<file path="src/rtl/vram_fill_dma_if.sv">
// Shared data-memory bus: CPU request in, arbitrated dmem port out.
// The DMA block takes the master view; whoever drives the CPU side and observes dmem takes the slave view.
interface vram_fill_dma_if;
    logic        cpu_we;
    logic        cpu_re;
    logic [31:0] cpu_a;
    logic [31:0] cpu_wd;
    logic        mem_we;
    logic [31:0] mem_a;
    logic [31:0] mem_wd;

    modport master (
        input  cpu_we, cpu_re, cpu_a, cpu_wd,
        output mem_we, mem_a, mem_wd
    );

    modport slave (
        output cpu_we, cpu_re, cpu_a, cpu_wd,
        input  mem_we, mem_a, mem_wd
    );
endinterface

</file>
<file path="src/rtl/vram_fill_dma.sv">
// VRAM fill engine: writes one 32-bit word per free cycle into the VRAM window (bit 14 of the address).
// The CPU always wins the shared memory port; a DMA cycle lost to the CPU is simply retried.
module vram_fill_dma #(
    parameter int VRAM_WORDS = 2400
) (
    input  logic                   clk,
    input  logic                   rst_n,
    input  logic                   start,
    input  logic [11:0]            base,
    input  logic [11:0]            count,
    input  logic [31:0]            value,
    input  logic                   abort,
    vram_fill_dma_if.master        bus,
    output logic                   busy,
    output logic                   done,
    output logic                   err
);

    typedef enum logic [1:0] {
        IDLE   = 2'd0,
        FILL   = 2'd1,
        FINISH = 2'd2
    } state_t;

    state_t      state_q, state_d;
    logic [11:0] idx_q, idx_d;
    logic [11:0] rem_q, rem_d;
    logic [31:0] val_q, val_d;
    logic        err_q, err_d;

    logic        cpu_own;
    logic        dma_wr;
    logic [12:0] end_w;
    logic        fill_ok;

    assign cpu_own = bus.cpu_we | bus.cpu_re;
    assign dma_wr  = (state_q == FILL) && !cpu_own;

    // 13-bit sum so base+count can never wrap past the VRAM size
    assign end_w   = {1'b0, base} + {1'b0, count};
    assign fill_ok = (count != 12'd0) && (end_w <= 13'(VRAM_WORDS));

    always_ff @(posedge clk or negedge rst_n) begin
        if (!rst_n) begin
            state_q <= IDLE;
            idx_q   <= 12'd0;
            rem_q   <= 12'd0;
            val_q   <= 32'd0;
            err_q   <= 1'b0;
        end else begin
            state_q <= state_d;
            idx_q   <= idx_d;
            rem_q   <= rem_d;
            val_q   <= val_d;
            err_q   <= err_d;
        end
    end

    always_comb begin
        state_d = state_q;
        idx_d   = idx_q;
        rem_d   = rem_q;
        val_d   = val_q;
        err_d   = 1'b0;
        case (state_q)
            IDLE: begin
                if (start) begin
                    if (fill_ok) begin
                        state_d = FILL;
                        idx_d   = base;
                        rem_d   = count;
                        val_d   = value;
                    end else begin
                        err_d = 1'b1;
                    end
                end
            end
            FILL: begin
                if (dma_wr) begin
                    // idx is held on the last word so it never points past the end of VRAM
                    if (rem_q == 12'd1) begin
                        state_d = FINISH;
                        rem_d   = 12'd0;
                    end else begin
                        idx_d = idx_q + 12'd1;
                        rem_d = rem_q - 12'd1;
                    end
                end
                if (abort) begin
                    state_d = IDLE;
                end
            end
            FINISH: begin
                state_d = IDLE;
            end
            default: begin
                state_d = IDLE;
            end
        endcase
    end

    always_comb begin
        bus.mem_we = cpu_own ? bus.cpu_we : dma_wr;
        bus.mem_a  = dma_wr ? {17'd0, 1'b1, 2'd0, idx_q} : bus.cpu_a;
        bus.mem_wd = dma_wr ? val_q : bus.cpu_wd;
    end

    assign busy = (state_q != IDLE);
    assign done = (state_q == FINISH) && !abort;
    assign err  = err_q;

endmodule

</file>
<file path="src/flat_wrapper.sv">
// flat-port wrapper written by rule: the top's interface ports become plain ports
module vram_fill_dma_flat 
#(
    parameter int VRAM_WORDS = 2400
)
  (clk, rst_n, start, base, count, value, abort, busy, done, err, bus_cpu_we, bus_cpu_re, bus_cpu_a, bus_cpu_wd, bus_mem_we, bus_mem_a, bus_mem_wd);
  vram_fill_dma_if bus_i ();
  input  logic clk;
  input  logic rst_n;
  input  logic start;
  input  logic [11:0] base;
  input  logic [11:0] count;
  input  logic [31:0] value;
  input  logic abort;
  output logic busy;
  output logic done;
  output logic err;
  input wire logic [$bits(bus_i.cpu_we)-1:0] bus_cpu_we;
  input wire logic [$bits(bus_i.cpu_re)-1:0] bus_cpu_re;
  input wire logic [$bits(bus_i.cpu_a)-1:0] bus_cpu_a;
  input wire logic [$bits(bus_i.cpu_wd)-1:0] bus_cpu_wd;
  output wire logic [$bits(bus_i.mem_we)-1:0] bus_mem_we;
  output wire logic [$bits(bus_i.mem_a)-1:0] bus_mem_a;
  output wire logic [$bits(bus_i.mem_wd)-1:0] bus_mem_wd;
  assign bus_i.cpu_we = bus_cpu_we;
  assign bus_i.cpu_re = bus_cpu_re;
  assign bus_i.cpu_a = bus_cpu_a;
  assign bus_i.cpu_wd = bus_cpu_wd;
  assign bus_mem_we = bus_i.mem_we;
  assign bus_mem_a = bus_i.mem_a;
  assign bus_mem_wd = bus_i.mem_wd;
  vram_fill_dma #(.VRAM_WORDS(VRAM_WORDS)) u_core (.clk(clk), .rst_n(rst_n), .start(start), .base(base), .count(count), .value(value), .abort(abort), .bus(bus_i), .busy(busy), .done(done), .err(err));
endmodule
</file>
<file path="config.mk">
export PLATFORM = sky130hd
export DESIGN_NAME = vram_fill_dma_flat
export DESIGN_NICKNAME = d
export VERILOG_FILES = /design/src/rtl/vram_fill_dma_if.sv /design/src/rtl/vram_fill_dma.sv /design/src/flat_wrapper.sv
export SDC_FILE = /design/constraint.sdc
export NUM_CORES = 1
export LEC_CHECK = 0
export ABC_AREA = 0
export ABC_CLOCK_PERIOD_IN_PS = 2440
export CAP_MARGIN = 25
export CORE_ASPECT_RATIO = 0.8
export CORE_MARGIN = 4
export CORE_UTILIZATION = 35
export CTS_CLUSTER_SIZE = 12
export DETAILED_ROUTE_END_ITERATION = 7
export PLACE_DENSITY = 0.69
export SYNTH_ARGS = -nofsm -noshare
export SYNTH_HDL_FRONTEND = slang
export SYNTH_SLANG_ARGS = --single-unit
</file>
<file path="constraint.sdc">
create_clock -name clk -period 2.44 [get_ports clk]
set_clock_uncertainty 0.05 [all_clocks]
set_input_delay 0.488 -clock clk [delete_from_list [all_inputs] [get_ports clk]]
set_output_delay 0.488 -clock clk [all_outputs]
set_load 0.005 [all_outputs]
</file>
==> results of run 1 <==
## cell usage in the layout (no fill, tap or decap), types with 5 or more instances in the layout
cell             netlist  layout
a21boi_0               6       6
a21oi_1               19      14
a221o_1                7       7
a221oi_2               3       6
and2_1                21      21
and3_1                 7       6
buf_12                 0      11
buf_16                 0       7
buf_2                  4      11
buf_4                  2      78
buf_6                  3       9
buf_8                  0       6
clkbuf_16              0      10
clkbuf_2               0      16
clkdlybuf4s15_1        0      17
clkdlybuf4s15_2        0      11
clkdlybuf4s50_1        0     104
dfrtp_1               59      59
dlygate4sd2_1          0      30
ha_1                  15       5
ha_4                   0      10
inv_1                  9       8
mux2_4                 0      32
nand2_1              161     155
nand2_2                0       5
nand3_1               18      18
nor2_1                23      19
nor3_1                25      20
nor4_1                 5       5
o21ai_0                8       8
o21ai_1                7       7
o31ai_1                7       6
## routing by layer
layer  track usage, %  up-vias  share of wire [%]
met5                0        -                  0
met4            7.418        0                2.2
met3            6.121       47                7.0
met2            41.22      240                 47
met1            33.62     2579                 43
li1                 -     2506                  -
## sequential cells by signal (all words and copies together), names as in the netlist
| signal | count |
|---|---|
| u_core.rem_q | 12 |
| u_core.state_q | 2 |
| u_core.err | 1 |
| u_core.val_q | 32 |
| u_core.idx_q | 12 |
## report_power, final
part	internal [mW]	total (mW)	switching, mW
combinational	1.57	2.73	1.16
sequential	1.45	1.91	0.462
clock	0.947	1.41	0.461
## metrics by stage
step                      utilization, %  power (mW)
after floorplan                        -       3.039
after global placement             57.61       3.946
after detailed placement           57.61       4.047
after CTS                          67.82       5.891
after global routing               68.31       6.376
final                              68.31       6.051
## logic make-up (layout without fill, tap and decap cells)
family	Yosys count	after routing	synth area share [%]
AND/OR/NAND/NOR	282	283	29.20
AO/OA/AOI/OAI	104	104	18.51
flip-flops	59	59	33.98
buffers and inverters	40	332	4.261
multiplexers	32	32	8.292
adder cells (fa/ha/maj)	16	16	4.780
XOR/XNOR	4	4	0.9792
## repair_timing
action	in CTS	in global routing
pin swaps	33	17
gates resized for setup	256	66
setup endpoints to repair	123	107
cloned	15	1
buffers inserted	24	7
## layout make-up
type / instances / area share (%)
flip-flops and latches: 59 / 17.77
well taps: 152 / 2.289
repair buffers: 306 / 36.96
clock buffers: 12 / 3.087
inverters: 10 / 0.4518
multi-input cells: 439 / 38.57
clock inverters: 4 / 0.8735
## worst register-to-register path, stage by stage, from the launching register on
cell and delay (ns):
dfrtp_1 0.43, inv_1 0.15, ha_1 0.23, nand2_1 0.13, or3_1 0.39, or3_1 0.40
o31ai_1 0.21, a21boi_0 0.12, a221o_1 0.26
## path summary, 6_finish.rpt
kind	slack, ns	to	startpoint
max in group asynchronous	1.62	u_core.idx_q[6]$_DFFE_PN0P_	rst_n
hold / removal	0.05	u_core.val_q[20]$_DFFE_PN0P_	rst_n
min in group clk	0.43	u_core.idx_q[0]$_DFFE_PN0P_	base[0]
setup / recovery	-0.59	u_core.rem_q[3]$_DFFE_PN0P_	count[0]
hold reg to reg	0.46	u_core.val_q[17]$_DFFE_PN0P_	u_core.val_q[17]$_DFFE_PN0P_
setup reg to reg	-0.05	u_core.rem_q[10]$_DFFE_PN0P_	u_core.rem_q[0]$_DFFE_PN0P_
==> flow_summary_export.csv, run 1 <==
group,metric,value,unit
status,status,"finished with violations",
status,violations,"negative setup slack",
synthesis,synth-async-reset-ratio,100.0,%
drt,drcViolationCount,0,
synthesis,synth_fp_nets,679,
power,power_density,728.3,nW/um^2
critical_path,critPathLaunchType,"input port",
place,hpwl,12340,um
sta,rsz0062_at_grt,"yes",
critical_path,worstPathCellList,"buf_8 > ha_4 > fa_2 > a211oi_4 > buf_4 > nor2_1 > o221ai_2 > nand4b_1 > a211oi_2 > buf_4 > nor3_4 > buf_12 > clkbuf_16 > nor3_1 > o21ai_1",
place,placed_cells,927,
synthesis,ys_warn_count,0,
critical_path,path_common_cell,"buf_4",
global_route,gr-total-overflow,0,
sta,post-route-period-util,124.3,%
die,die_h,107.7,um
sta,holdWs,0.05173,ns
clock_network,postCtsHoldBufs,0,
sta,worstMarginPinSlew,0.5662,ns
synthesis,synth_top_area_share,33.98,%
die,fp.coreArea,12160,sq um
sta,max_slew_margin,61.90,%
synthesis,ys_ff_latch,59,
critical_path,path_buf_inv,5,
final_layout,fin_area,8308,sq um
final_layout,n_antenna_cell,0,
synthesis,synthFlopType,"dfrtp_1",
sta,finalHoldViolations,0,
clock_network,clock_sinks,59,
place,gp_congestion,0.9766,
global_route,track_usage,25.33,%
final_layout,syn2layout_area_growth,91.19,%
hold_path,hp-class,"in2async",
synthesis,synth_area_leaders,"dfrtp_1 (34%), nand2_1 (14%), mux2_2 (7.5%)",
critical_path,crit_type,"in2reg",
drt,wl_per_cell,18.96,um
drt,viasPerCell,5.470,
drt,ant_nets,0,
die,die_w,132.6,um
final_layout,fillers,936,
critical_path,crit_path_max_incr_delay,0.39,ns
global_route,antenna_found_initial,0,
place,numPortBuffers,193,
die,rows,36,
clock_network,clk_path_buf_depth,2,
critical_path,crit_family,"compound AO/OA/AOI/OAI gates",
synthesis,synth_largest_area_cell,"dfrtp_1",
place,placed_cell_area,7007,sq um
power,p_leak,3.733,nW
clock_network,cts_htree_levels,3,
critical_path,reg2reg_depth,8,
synthesis,synth_cell_types,65,
final_layout,multi_input_area,3204,sq um
final_layout,fin_nets,967,
clock_network,clk_latency,0.33,ns
critical_path,critPathRequiredTime,2.58,ns
final_layout,instances_no_fill,982,
drt,num_vias,5372,
critical_path,worstSetupEndpointType,"flip-flop",
clock_network,root_buffer,"clkbuf_16",
power,irDropWorstVdd,0.5212,mV
die,initial_core_util,35.73,%
sta,slew_violations,0,
synthesis,synth_common_cells,"nand2_1 (161), dfrtp_1 (59), mux2_2 (29), nor3_1 (25), nor2_1 (23)",
die,die-area,14270,sq um
clock_network,cts-buffers-inserted,9,
sta,post-route-min-period,3.032,ns
sta,finalSetupViolCount,58,
synthesis,synth_edf_count,0,
critical_path,cp_max_fo,7,
critical_path,crit_cells,15,
sta,setup_tns,-29.14,ns
clock_network,clkTransAtPathRegs,0.06,ns
drt,drtPass1Iterations,5,
drt,drtIter0Drc,336,
critical_path,slowest_stage,"fa_2",
clock_network,cts_tree,"yes",
die,num_io_pins,194,
synthesis,syn_area,4345,sq um
sta,fin_ws,-0.5922,ns
synthesis,synth.avg_cell_area,8.092,sq um
critical_path,arrival,3.18,ns
synthesis,yosys.cell_count.top_type,"nand2_1",
global_route,grt_max_degree,34,
place,dp_slack,-1.337,ns
synthesis,netlist_instances,537,
drt,drt-total-wl,18620,um
global_route,grt_first_pass_wirelength,28700,um
sta,max_freq,329.8,MHz
final_layout,layout.area.seq,1476,sq um
job,maxCapViolCount,0,
global_route,grt_pass1_vias,5412,
final_layout,drive_above_1_share,31.93,%
synthesis,seq_area_frac_synth,33.98,%
(Power assumes the default switching activity.)
==> run 2: changes to the inputs <==
Settings changed: GPL_ROUTABILITY_DRIVEN from default to 0.
==> flow_summary_export.csv, run 2 (same netlist as run 1, synthesis figures left out) <==
group,metric,value,unit
critical_path,arrival,3.34,ns
drt,viasPerCell,5.410,
final_layout,final_common_cell,"nand2_1",
die,die_w,132.6,um
power,power_switching_share,35.73,%
critical_path,critPathLaunchType,"input port",
final_layout,reg.largest.list,"u_core.val_q x32, u_core.idx_q x12, u_core.rem_q x12",
place,hpwl,12330,um
power,p_leak,3.927,nW
critical_path,worstPathCellList,"buf_8 > ha_4 > fa_2 > a211oi_4 > o21bai_1 > a2111o_1 > a32oi_2 > o221ai_2 > buf_4 > nor3_4 > buf_6 > buf_12 > mux2_4",
status,status,"finished with violations",
clock_network,clk_path_buf_depth,2,
final_layout,n_antenna_cell,0,
sta,post-route-period-util,130.3,%
hold_path,hp-class,"in2async",
sta,max_slew_margin,51.61,%
power,total_power,6.093,mW
final_layout,syn2layout_area_growth,96.03,%
die,initial_core_util,35.73,%
job,maxCapViolCount,0,
clock_network,clock_sinks,59,
global_route,grt_pass1_vias,5460,
place,dp_slack,-1.300,ns
clock_network,root_buffer,"clkbuf_16",
final_layout,instances_no_fill,991,
final_layout,largest_reg_flops,32,
clock_network,cts_htree_levels,3,
power,irDropWorstVdd,0.4917,mV
final_layout,regMostFlops,"u_core.val_q",
sta,rsz0062_at_grt,"yes",
sta,slew_violations,0,
sta,max_freq,314.4,MHz
drt,wl_per_cell,18.92,um
drt,ant_nets,0,
clock_network,cts_tree,"yes",
die,fp.coreArea,12160,sq um
power,pwr-share-clk,21.1,%
critical_path,slowest_stage,"fa_2",
critical_path,r2r_setup_slack,-0.04,ns
die,num_io_pins,194,
power,pwr-share-seq,31.3,%
place,placed_cells,932,
final_layout,final_cell_mix,"nand2_1 (160), clkdlybuf4s50_1 (104), buf_4 (86)",
power,power_density,715.3,nW/um^2
power,internal_power,3.916,mW
drt,num_vias,5361,
final_layout,drive_above_1_share,31.23,%
sta,finalSetupViolCount,58,
die,die_h,107.7,um
critical_path,rr_startpoint,"u_core.rem_q[9]$_DFFE_PN0P_",
power,p_comb_share,47.7,%
clock_network,clkTransAtPathRegs,0.05,ns
global_route,grt_first_pass_wirelength,28290,um
final_layout,fin_nets,976,
critical_path,crit_type,"in2reg",
clock_network,clk_latency,0.33,ns
sta,finalHoldViolations,0,
power,switchingPower,2.177,mW
critical_path,worstSetupEndpointType,"flip-flop",
sta,worstMarginPinSlew,0.7259,ns
critical_path,cp_max_fo,8,
sta,setup_tns,-38.75,ns
critical_path,critPathRequiredTime,2.60,ns
global_route,grt_max_degree,34,
sta,fin_ws,-0.7404,ns
critical_path,reg2reg_depth,6,
global_route,track_usage,24.72,%
place,numPortBuffers,193,
critical_path,crit_path_max_incr_delay,0.42,ns
final_layout,utilization,70.04,%
global_route,gr-total-overflow,0,
critical_path,rr_endpoint,"u_core.rem_q[2]$_DFFE_PN0P_",
drt,drcViolationCount,0,
drt,drtIter0Drc,374,
global_route,antenna_found_initial,0,
drt,drt-total-wl,18750,um
die,die-area,14270,sq um
clock_network,postCtsHoldBufs,0,
sta,post-route-min-period,3.180,ns
drt,drtPass1Iterations,5,
clock_network,cts-buffers-inserted,9,
status,violations,"negative setup slack",
die,rows,36,
[run 2: changes by cell type in the layout (fill, tap and decap cells not counted), sizes merged]
cell / change
clkinv: +1
clkdlybuf4s15: -18
bufinv: -1
buf: +7
inv: +2
clkinvlp: +1
dlygate4sd2: +17
bufbuf: -2
clkbuf: -15
dlymetal6s2s: +17
[run 2: power by group through the flow]
| stage | clock [mW] | combinational (mW) | sequential, mW |
|---|---|---|---|
| CTS | 1.30 | 2.74 | 1.86 |
| finish | 1.28 | 2.91 | 1.90 |
| global placement | 0 | 2.14 | 1.83 |
| global route | 1.35 | 3.11 | 1.96 |
| floorplan | 0 | 1.32 | 1.72 |
| detailed placement | 0 | 2.22 | 1.84 |
[run 2: cell type report]
cell class | count | area (sq um)
Clock buffer | 9 | 225.2
Clock inverter | 7 | 76.32
Fill cell | 887 | 3643
Inverter | 10 | 37.54
Multi-Input combinational cell | 439 | 3329
Sequential cell | 59 | 1476
Tap cell | 152 | 190.2
Timing Repair Buffer | 315 | 3183
[run 2: critical path, delay by kind of cell]
kind,cells,cell delay (ns)
compound gates,5,1.12
buf+inv,4,0.61
fa+ha+maj,2,0.58
mux,1,0.30
simple gates,1,0.22
[run 2: routing by layer]
metal | vias up | wire [um] | track usage, %
met5 | - | 0 | 0
met1 | 2539 | 7888 | 31.75
met3 | 52 | 1238 | 6.028
li1 | 2513 | - | -
met2 | 257 | 9084 | 40.68
met4 | 0 | 538 | 8.976
[run 2: through the flow]
stage / hold WS [ns] / instance area (sq um)
final: 0.1698 / 8518
after global routing: 0.2236 / 8518
after CTS: 0.1797 / 8245
after detailed placement: 0.4453 / 7057
after global placement: 0.4407 / 7057
after floorplan: 0.1424 / 4420
[run 2: worst max-delay path by stage]
stage / startpoint / to / slack [ns] / cells after the start
final: base[0] / u_core.val_q[16]$_DFFE_PN0P_ / -0.74 / 13
after global placement: base[0] / u_core.idx_q[4]$_DFFE_PN0P_ / -1.28 / 12
after global routing: base[0] / u_core.val_q[7]$_DFFE_PN0P_ / -0.79 / 13
after CTS: count[0] / u_core.rem_q[0]$_DFFE_PN0P_ / -0.64 / 15
after detailed placement: base[0] / u_core.val_q[16]$_DFFE_PN0P_ / -1.30 / 11
after floorplan: base[0] / u_core.val_q[18]$_DFFE_PN0P_ / -0.65 / 11
[run 2: repair_timing]
action / CTS / global route
gates cloned: 13 / 3
resized for setup: 224 / 56
pin swaps: 46 / 40
buffers inserted: 27 / 8
endpoints found under the setup margin: 123 / 105
==> run 3: changes to the inputs <==
Settings changed: GPL_ROUTABILITY_DRIVEN 0 to default, GPL_TIMING_DRIVEN from default to 0.
==> flow_summary_export.csv, run 3 (same netlist as run 1, synthesis figures left out) <==
group,metric,value,unit
clock_network,clock_sinks,59,
die,initial_core_util,35.73,%
critical_path,crit_type,"in2reg",
place,numPortBuffers,193,
drt,drcViolationCount,0,
drt,num_vias,5037,
critical_path,critPathRequiredTime,2.60,ns
drt,drt-total-wl,16910,um
drt,viasPerCell,5.381,
sta,finalSetupViolCount,58,
sta,worstMarginPinSlew,0.8319,ns
drt,drtPass1Iterations,5,
power,irDropWorstVdd,0.4060,mV
clock_network,cts_htree_levels,3,
global_route,grt_max_degree,40,
status,violations,"negative setup slack",
sta,slew_violations,0,
drt,wl_per_cell,18.06,um
power,power_density,750.0,nW/um^2
final_layout,syn2layout_area_growth,74.92,%
global_route,track_usage,22.62,%
die,die_w,132.6,um
sta,max_freq,328.1,MHz
final_layout,instances_no_fill,936,
global_route,antenna_found_initial,0,
final_layout,n_antenna_cell,0,
final_layout,reg.largest.list,"u_core.val_q x32, u_core.idx_q x12, u_core.rem_q x12",
place,placed_cells,883,
hold_path,hp-class,"in2async",
die,num_io_pins,194,
sta,holdWs,0.07971,ns
job,maxCapViolCount,0,
final_layout,utilization,62.50,%
final_layout,final_common_cell,"nand2_1",
sta,post-route-period-util,124.9,%
sta,finalHoldViolations,0,
critical_path,r2r_setup_slack,-0.25,ns
place,hpwl,12200,um
final_layout,regMostFlops,"u_core.val_q",
clock_network,cts-buffers-inserted,9,
critical_path,cp_max_fo,4,
critical_path,arrival,3.21,ns
critical_path,worstSetupEndpointType,"flip-flop",
die,rows,36,
critical_path,critPathLaunchType,"input port",
global_route,grt_first_pass_wirelength,25850,um
clock_network,cts_tree,"yes",
global_route,gr-total-overflow,0,
clock_network,clk_latency,0.33,ns
clock_network,postCtsHoldBufs,0,
drt,ant_nets,0,
final_layout,fillers,1035,
clock_network,clk_path_buf_depth,2,
sta,fin_ws,-0.6076,ns
power,total_power,5.701,mW
status,status,"finished with violations",
sta,post-route-min-period,3.048,ns
final_layout,largest_reg_flops,32,
final_layout,final_cell_mix,"nand2_1 (160), clkdlybuf4s50_1 (109), dfrtp_1 (58)",
place,gp_congestion,0.8949,
global_route,grt_pass1_vias,5016,
drt,drtIter0Drc,303,
clock_network,root_buffer,"clkbuf_16",
final_layout,fin_nets,921,
power,p_leak,3.399,nW
sta,max_slew_margin,44.34,%
die,die_h,107.7,um
clock_network,clkTransAtPathRegs,0.06,ns
sta,rsz0062_at_grt,"yes",
die,die-area,14270,sq um
sta,setup_tns,-30.96,ns
final_layout,drive_above_1_share,24.87,%
die,fp.coreArea,12160,sq um
run 3: cell count changes in the layout (fill, tap and decap cells not counted), moves of 6 or more:
cell | previous run | this run
dlygate4sd2_1 | 47 | 39
mux2_2 | 0 | 20
clkbuf_2 | 2 | 22
mux2_4 | 32 | 12
nor3_1 | 15 | 21
clkbuf_1 | 0 | 8
buf_4 | 86 | 30
run 3: path summary, 6_finish.rpt:
kind	startpoint	end	cells past startpoint
min in group clk	base[0]	u_core.idx_q[0]$_DFFE_PN0P_	4
worst min-delay path	rst_n	u_core.val_q[13]$_DFFE_PN0P_	1
worst max-delay path	base[0]	u_core.rem_q[0]$_DFFE_PN0P_	13
worst max register to register	u_core.rem_q[8]$_DFFE_PN0P_	u_core.idx_q[0]$_DFFE_PN0P_	8
max in group asynchronous	rst_n	u_core.state_q[0]$_DFFE_PN0P_	2
worst min register to register	u_core.val_q[17]$_DFFE_PN0P_	u_core.val_q[17]$_DFFE_PN0P_	1
run 3: metal layers:
layer | vias to the layer above | global-route usage [%] | part of all wire [%]
met4 | 0 | 7.493 | 2.0
li1 | 2409 | - | -
met1 | 2381 | 29.20 | 43
met5 | - | 0 | 0
met3 | 26 | 5.935 | 7.2
met2 | 221 | 37.07 | 48
run 3: area by class of cell:
cell class | count | area, sq um | share of cell area [%]
Tap cell | 152 | 190.2 | 2.502
Sequential cell | 59 | 1478 | 19.44
Clock buffer | 10 | 239.0 | 3.144
Clock inverter | 6 | 88.84 | 1.169
Inverter | 10 | 37.54 | 0.4938
Timing Repair Buffer | 233 | 2212 | 29.10
Buffer | 27 | 256.5 | 3.374
Multi-Input combinational cell | 439 | 3099 | 40.77
run 3: per-stage QoR:
| stage | area (sq um) | setup slack (ns) |
|---|---|---|
| floorplan | 4420 | -0.6548 |
| global placement | 6543 | -1.671 |
| detailed placement | 6558 | -1.652 |
| CTS | 7535 | -0.6164 |
| global route | 7601 | -0.7155 |
| finish | 7601 | -0.6076 |
run 3: critical path, cell delays in order:
cell and delay [ns]:
buf_8 0.10, ha_4 0.15, fa_2 0.38, a211oi_4 0.25, o21bai_1 0.13, a2111o_1 0.39
a32oi_2 0.22, o221ai_4 0.17, nor3_4 0.29, buf_6 0.19, buf_6 0.13, nor3_1 0.06
a221o_1 0.27
run 3: what timing repair did:
action	in CTS	in global routing
resized for setup	184	88
buffers inserted	26	8
cloned	6	3
pin swaps	25	33
setup endpoints to repair	123	101
run 3: where the power goes:
part | internal [mW] | switching, mW | total [mW]
Clock | 0.920 | 0.463 | 1.38
Sequential | 1.45 | 0.408 | 1.86
Combinational | 1.34 | 1.12 | 2.46
Total | 3.71 | 1.99 | 5.70
